## src/rtl/tlb_fill_ctrl.sv

```systemverilog
// tlb_fill_ctrl: fully associative 4-bit-VPN TLB that serves hits in one cycle and fills misses
// with a single page-table walk. Define TLB_FLUSH_EN to add the FLUSH port and the flush logic.
module tlb_fill_ctrl #(
    parameter int TLB_ENTRIES    = 4,
    parameter int TIMEOUT_CYCLES = 16
) (
    input  logic       clk,
    input  logic       rst_n,
    input  logic       TRANS_REQ,
    input  logic [3:0] TRANS_VPN,
    output logic       TRANS_READY,
    output logic       TRANS_VALID,
    output logic       TRANS_HIT,
    output logic       TRANS_FAULT,
    output logic [3:0] TRANS_PPN,
    output logic       LOOKUP_RQST,
    output logic [3:0] LOOKUP_ADDR,
    input  logic       LOOKUP_COMPLETE,
    input  logic [7:0] LOOKUP_RETURN
`ifdef TLB_FLUSH_EN
    ,
    input  logic       FLUSH
`endif
);

    localparam int IDX_W = (TLB_ENTRIES > 1) ? $clog2(TLB_ENTRIES) : 1;
    localparam logic [IDX_W-1:0] LAST_IDX = IDX_W'(TLB_ENTRIES - 1);
    localparam logic [4:0]       LAST_WAIT = 5'(TIMEOUT_CYCLES - 1);

    typedef enum logic [1:0] {
        IDLE = 2'd0,
        WAIT = 2'd1,
        RESP = 2'd2
    } state_t;

    state_t                 state;
    logic [TLB_ENTRIES-1:0] valid;
    logic [3:0]             tag_q [TLB_ENTRIES];
    logic [3:0]             ppn_q [TLB_ENTRIES];
    logic [IDX_W-1:0]       rr_ptr;
    logic [4:0]             wait_cnt;

    logic                   hit_any;
    logic [3:0]             hit_ppn;
    logic                   have_free;
    logic [IDX_W-1:0]       free_idx;
    logic [IDX_W-1:0]       victim;
    logic                   tag_ok;
    logic                   walk_ok;
    logic                   fill_en;

`ifdef TLB_FLUSH_EN
    logic                   flush_seen;
`endif

    assign TRANS_READY = (state == IDLE);

    // NOTE: every variable gets a default at the top of the block so no path can infer a latch.
    always_comb begin
        hit_any = 1'b0;
        hit_ppn = 4'h0;
        for (int i = 0; i < TLB_ENTRIES; i++) begin
            if (valid[i] && (tag_q[i] == TRANS_VPN)) begin
                hit_any = 1'b1;
                hit_ppn = ppn_q[i];
            end
        end
    end

    // Scan downward so the lowest-index free slot is the one left standing.
    always_comb begin
        have_free = 1'b0;
        free_idx  = '0;
        for (int i = TLB_ENTRIES - 1; i >= 0; i--) begin
            if (!valid[i]) begin
                have_free = 1'b1;
                free_idx  = IDX_W'(i);
            end
        end
        victim = have_free ? free_idx : rr_ptr;
    end

    assign tag_ok  = (LOOKUP_RETURN[7:4] == LOOKUP_ADDR);
    assign walk_ok = (state == WAIT) && LOOKUP_COMPLETE && tag_ok;

`ifdef TLB_FLUSH_EN
    assign fill_en = walk_ok && !FLUSH && !flush_seen;
`else
    assign fill_en = walk_ok;
`endif

    // NOTE: only the valid bits need reset; tag/ppn storage is never read while invalid,
    // so it lives in a reset-free block and maps onto plain storage.
    always_ff @(posedge clk) begin
        if (fill_en) begin
            tag_q[victim] <= LOOKUP_ADDR;
            ppn_q[victim] <= LOOKUP_RETURN[3:0];
        end
    end

    // NOTE: sequential state uses non-blocking assignments so every register sees the
    // pre-edge values; a later assignment in the same block overrides an earlier one.
    always_ff @(posedge clk or negedge rst_n) begin
        if (!rst_n) begin
            state       <= IDLE;
            valid       <= '0;
            rr_ptr      <= '0;
            wait_cnt    <= '0;
            TRANS_VALID <= 1'b0;
            TRANS_HIT   <= 1'b0;
            TRANS_FAULT <= 1'b0;
            TRANS_PPN   <= 4'h0;
            LOOKUP_RQST <= 1'b0;
            LOOKUP_ADDR <= 4'h0;
`ifdef TLB_FLUSH_EN
            flush_seen  <= 1'b0;
`endif
        end else begin
            case (state)
                IDLE: begin
                    if (TRANS_REQ) begin
                        if (hit_any) begin
                            state       <= RESP;
                            TRANS_VALID <= 1'b1;
                            TRANS_HIT   <= 1'b1;
                            TRANS_FAULT <= 1'b0;
                            TRANS_PPN   <= hit_ppn;
                        end else begin
                            state       <= WAIT;
                            LOOKUP_RQST <= 1'b1;
                            LOOKUP_ADDR <= TRANS_VPN;
                            wait_cnt    <= '0;
                        end
                    end
                end

                WAIT: begin
                    if (LOOKUP_COMPLETE) begin
                        state       <= RESP;
                        LOOKUP_RQST <= 1'b0;
                        TRANS_VALID <= 1'b1;
                        TRANS_HIT   <= 1'b0;
                        TRANS_FAULT <= !tag_ok;
                        TRANS_PPN   <= tag_ok ? LOOKUP_RETURN[3:0] : 4'h0;
                        if (fill_en) begin
                            valid[victim] <= 1'b1;
                            if (!have_free) begin
                                rr_ptr <= (rr_ptr == LAST_IDX) ? '0 : rr_ptr + 1'b1;
                            end
                        end
                    end else if (wait_cnt == LAST_WAIT) begin
                        state       <= RESP;
                        LOOKUP_RQST <= 1'b0;
                        TRANS_VALID <= 1'b1;
                        TRANS_HIT   <= 1'b0;
                        TRANS_FAULT <= 1'b1;
                        TRANS_PPN   <= 4'h0;
                    end else begin
                        wait_cnt <= wait_cnt + 5'd1;
                    end
                end

                RESP: begin
                    state       <= IDLE;
                    TRANS_VALID <= 1'b0;
                    TRANS_HIT   <= 1'b0;
                    TRANS_FAULT <= 1'b0;
                    TRANS_PPN   <= 4'h0;
                end

                default: state <= IDLE;
            endcase

`ifdef TLB_FLUSH_EN
            // Flush overrides any fill written above; a flush seen during a walk blocks its fill.
            if (FLUSH) begin
                valid  <= '0;
                rr_ptr <= '0;
            end
            if (state == IDLE) begin
                flush_seen <= FLUSH;
            end else if (state == WAIT) begin
                flush_seen <= flush_seen | FLUSH;
            end
`endif
        end
    end

endmodule

```

## config.mk

```make
export PLATFORM = sky130hd
export DESIGN_NAME = tlb_fill_ctrl
export DESIGN_NICKNAME = d
export VERILOG_FILES = /design/src/rtl/tlb_fill_ctrl.sv
export SDC_FILE = /design/constraint.sdc
export NUM_CORES = 1
export LEC_CHECK = 0
export CAP_MARGIN = 15
export CELL_PAD_IN_SITES_DETAIL_PLACEMENT = 1
export CELL_PAD_IN_SITES_GLOBAL_PLACEMENT = 2
export CORE_AREA = 2 2 88 90
export DETAILED_ROUTE_END_ITERATION = 7
export DIE_AREA = 0 0 90 92
export PLACE_DENSITY = 0.85
export SYNTH_ARGS = -nofsm -noshare
export SYNTH_HDL_FRONTEND = slang
export SYNTH_SLANG_ARGS = --single-unit
```

## constraint.sdc

```tcl
create_clock -name clk -period 3 [get_ports clk]
set_clock_uncertainty 0.15 [all_clocks]
set_input_delay 0.45 -clock clk [delete_from_list [all_inputs] [get_ports clk]]
set_output_delay 0.45 -clock clk [all_outputs]
set_load 0.05 [all_outputs]
```

==> results_dict.tcl <==
set metrics [dict create \
    synth_ff_type "edfxtp_1" \
    place_ws_ns 0.149 \
    place.gp.congestion 0.814 \
    ys_seq_area_frac 0.579 \
    hp-class "input pin to async pin" \
    wl_um 6440 \
    yosysWarningCount 0 \
    status "completed" \
    globalRouteTotalUtil 0.171 \
    layout-drive-gt1-share 0.144 \
    cts_sinks 57 \
    diodes 0 \
    grt_start_max_net_pins 26 \
    timing.fmax_mhz 381 \
    synthCells 221 \
    reg2reg_to "TRANS_HIT" \
    nFillCells 810 \
    htreeDepth 3 \
    worst_pin_slew_ns 0.503 \
    first_pass_iters 4 \
    hold_viol 0 \
    die-area_um2 8280 \
    clockBufferDepth 2 \
    clkTransAtPathRegs_ns 0.07 \
    cp_data_arrival_time_ns 2.03 \
    coreArea_um2 7450 \
    pwr_density_cell_nw_per_um2 911 \
    post-route-min-period_ns 2.63 \
    reg2regPathDepth 8 \
    grt_pass1_vias 2041 \
    drv_cap 0 \
    dp_hpwl_um 4740 \
    synth_seq_cells 57 \
    clock_latency_ns 0.33 \
    rsz0062_at_grt "false" \
    grt_use_met2 0.276 \
    met3_usage 0.0320 \
    reg2reg_slack_ns 0.62 \
    root_buffer "clkbuf_8" \
    drc 0 \
    post-cts-setup-buffer-count 0 \
    drtAntennaViolNets 0 \
    synth_fp_nets 244 \
    numCtsBuffers 9 \
    async_flop_share 0.439 \
    cp.required_ns 2.40 \
    syn2layout_area_growth_pct 24.7 \
    grt_first_pass_wirelength_um 10800 \
    grt.overflow.total 0 \
    place.port_buffers 28 \
    peakVddDrop_v 0.000535 \
    ys_types 47 \
    rows 32 \
    finalPower_w 0.00311 \
    start_util 0.368 \
    cp_max_fo 7 \
    io_pins 29 \
    fin_nets 288 \
    drt-initial-drc-count 110 \
    tritoncts "yes" \
    cts.repair.resized 0 \
    vias 1897 \
    setup_viol 0 \
    tns_ns 0 \
    die_x_um 90 \
    antenna_found_initial 0 \
    top_usage_layer "met2" \
    r2r_start "wait_cnt[0]" \
    max-slew-margin-rel 0.663 \
    avgSynthCellArea_um2 12.4 \
    syn_area_um2 2740 \
    fin_crit_sh 0.876 \
    holdBufCountCts 0 \
    p_leak_nw 1.43 \
    grtUsageMet1 0.225 \
    criticalPathCategory "flip-flop to output pin" \
    worst_slack_ns 0.373 \
    fp.dieH_um 92 \
    final_max_slew_viol_count 0 \
    synth-edff-count 32 \
    drt-vias-per-instance 5.10 \
    end_kind "output pin" \
    worst_setup_path_start_kind "flip-flop" \
    post_drt_wl_per_cell_um 17.3 \
]
report_power, final:
| part | switching, W | total [W] | internal [W] |
|---|---|---|---|
| Clock | 0.000317 | 0.000806 | 0.000489 |
| Sequential | 0.000146 | 0.00113 | 0.000987 |
| Combinational | 0.000736 | 0.00118 | 0.000439 |
| Total | 0.00120 | 0.00311 | 0.00192 |
through the flow:
step | instance area [um^2] | util | instances | hold WS [ns]
floorplan | 2740 | - | 221 | 0.00441
global placement | 3200 | 0.429 | 356 | 0.351
detailed placement | 3200 | 0.429 | 356 | 0.359
CTS | 3420 | 0.459 | 372 | 0.353
global route | 3420 | 0.459 | 372 | 0.370
finish | 3420 | 0.459 | 372 | 0.343
sequential cells by signal (all words and copies together), names as in the netlist:
signal / cells
tag_q: 16
wait_cnt: 5
TRANS_PPN: 4
rr_ptr: 2
TRANS_VALID: 1
state: 2
ppn_q: 16
TRANS_FAULT: 1
LOOKUP_ADDR: 4
TRANS_HIT: 1
LOOKUP_RQST: 1
valid: 4
critical path: stages (launching register included):
cell and delay [ns]:
dfrtp_1 0.42, inv_1 0.10, ha_1 0.31, clkdlybuf4s50_1 0.86
placed cells by master (no fill, tap or decap), types with 3 or more instances in the layout:
| cell type | netlist | final |
|---|---|---|
| a21o_1 | 3 | 3 |
| xnor2_1 | 8 | 8 |
| nor2_1 | 13 | 13 |
| nand3_1 | 4 | 4 |
| mux2i_1 | 3 | 3 |
| nor3b_1 | 5 | 5 |
| mux2_1 | 4 | 4 |
| clkdlybuf4s50_1 | 0 | 28 |
| a21oi_1 | 10 | 10 |
| nand2_1 | 14 | 14 |
| a32oi_1 | 4 | 4 |
| inv_1 | 17 | 17 |
| or2_2 | 3 | 3 |
| ha_1 | 7 | 7 |
| buf_4 | 0 | 13 |
| o221ai_1 | 4 | 4 |
| a31oi_1 | 6 | 6 |
| o21ai_0 | 6 | 6 |
| dfrtp_1 | 25 | 25 |
| xor2_1 | 12 | 12 |
| clkbuf_8 | 0 | 10 |
| edfxtp_1 | 32 | 32 |
| a211o_1 | 5 | 5 |
synth_stat cells, types with 2 or more instances:
cell,instances,share of area
and3_1,2,0.0046
nand3_1,4,0.0073
ha_1,7,0.032
o221ai_1,4,0.013
a2bb2oi_1,2,0.0064
a31oi_1,6,0.014
buf_2,4,0.0073
dfrtp_1,25,0.23
nor4_4,2,0.016
nor3_1,2,0.0037
a32oi_1,4,0.013
xnor2_1,8,0.026
or2_2,3,0.0068
a211o_1,5,0.016
mux2_1,4,0.016
nor3b_1,5,0.014
nor2_1,13,0.018
mux2i_1,3,0.011
a21oi_1,10,0.018
nand2_1,14,0.019
buf_6,2,0.0082
o21ai_0,6,0.011
edfxtp_1,32,0.35
mux2_2,2,0.0082
inv_1,17,0.023
xor2_1,12,0.038
a21o_1,3,0.0082
metal layers:
metal	part of all wire	wire length, um
met1	0.48	3100
met2	0.47	3060
met3	0.025	163
met4	0.018	119
met5	0	0
kinds of logic (layout without fill, tap and decap cells):
group / Yosys count / in the layout / share of synthesized area
AO/OA/AOI/OAI: 48 / 48 / 0.123
XOR/XNOR: 20 / 20 / 0.0639
adder cells (fa/ha/maj): 7 / 7 / 0.0319
buffers and inverters: 25 / 74 / 0.0415
flip-flops: 57 / 57 / 0.579
multiplexers: 10 / 10 / 0.0411
AND/OR/NAND/NOR: 54 / 54 / 0.120
layout make-up:
class                      instances  area (um^2)  share of cell area
clock buffer                      11          141              0.0414
clock inverter                     5         80.1              0.0234
inverter                          17         63.8              0.0187
multi-input combinational        139         1040               0.305
sequential                        57         1590               0.464
tap                              102          128              0.0373
timing repair buffer              41          378               0.111
worst max path at each step:
stage | from | depth (start not counted) | to
4_1_cts | state[0] | 3 | TRANS_READY
3_3_place_gp | LOOKUP_RETURN[4] | 8 | rr_ptr[0]
6_report | state[0] | 3 | TRANS_READY
3_5_place_dp | TRANS_VPN[2] | 6 | TRANS_PPN[1]
2_1_floorplan | state[0] | 9 | TRANS_FAULT
5_1_grt | state[0] | 3 | TRANS_READY
(Power assumes the default switching activity.)
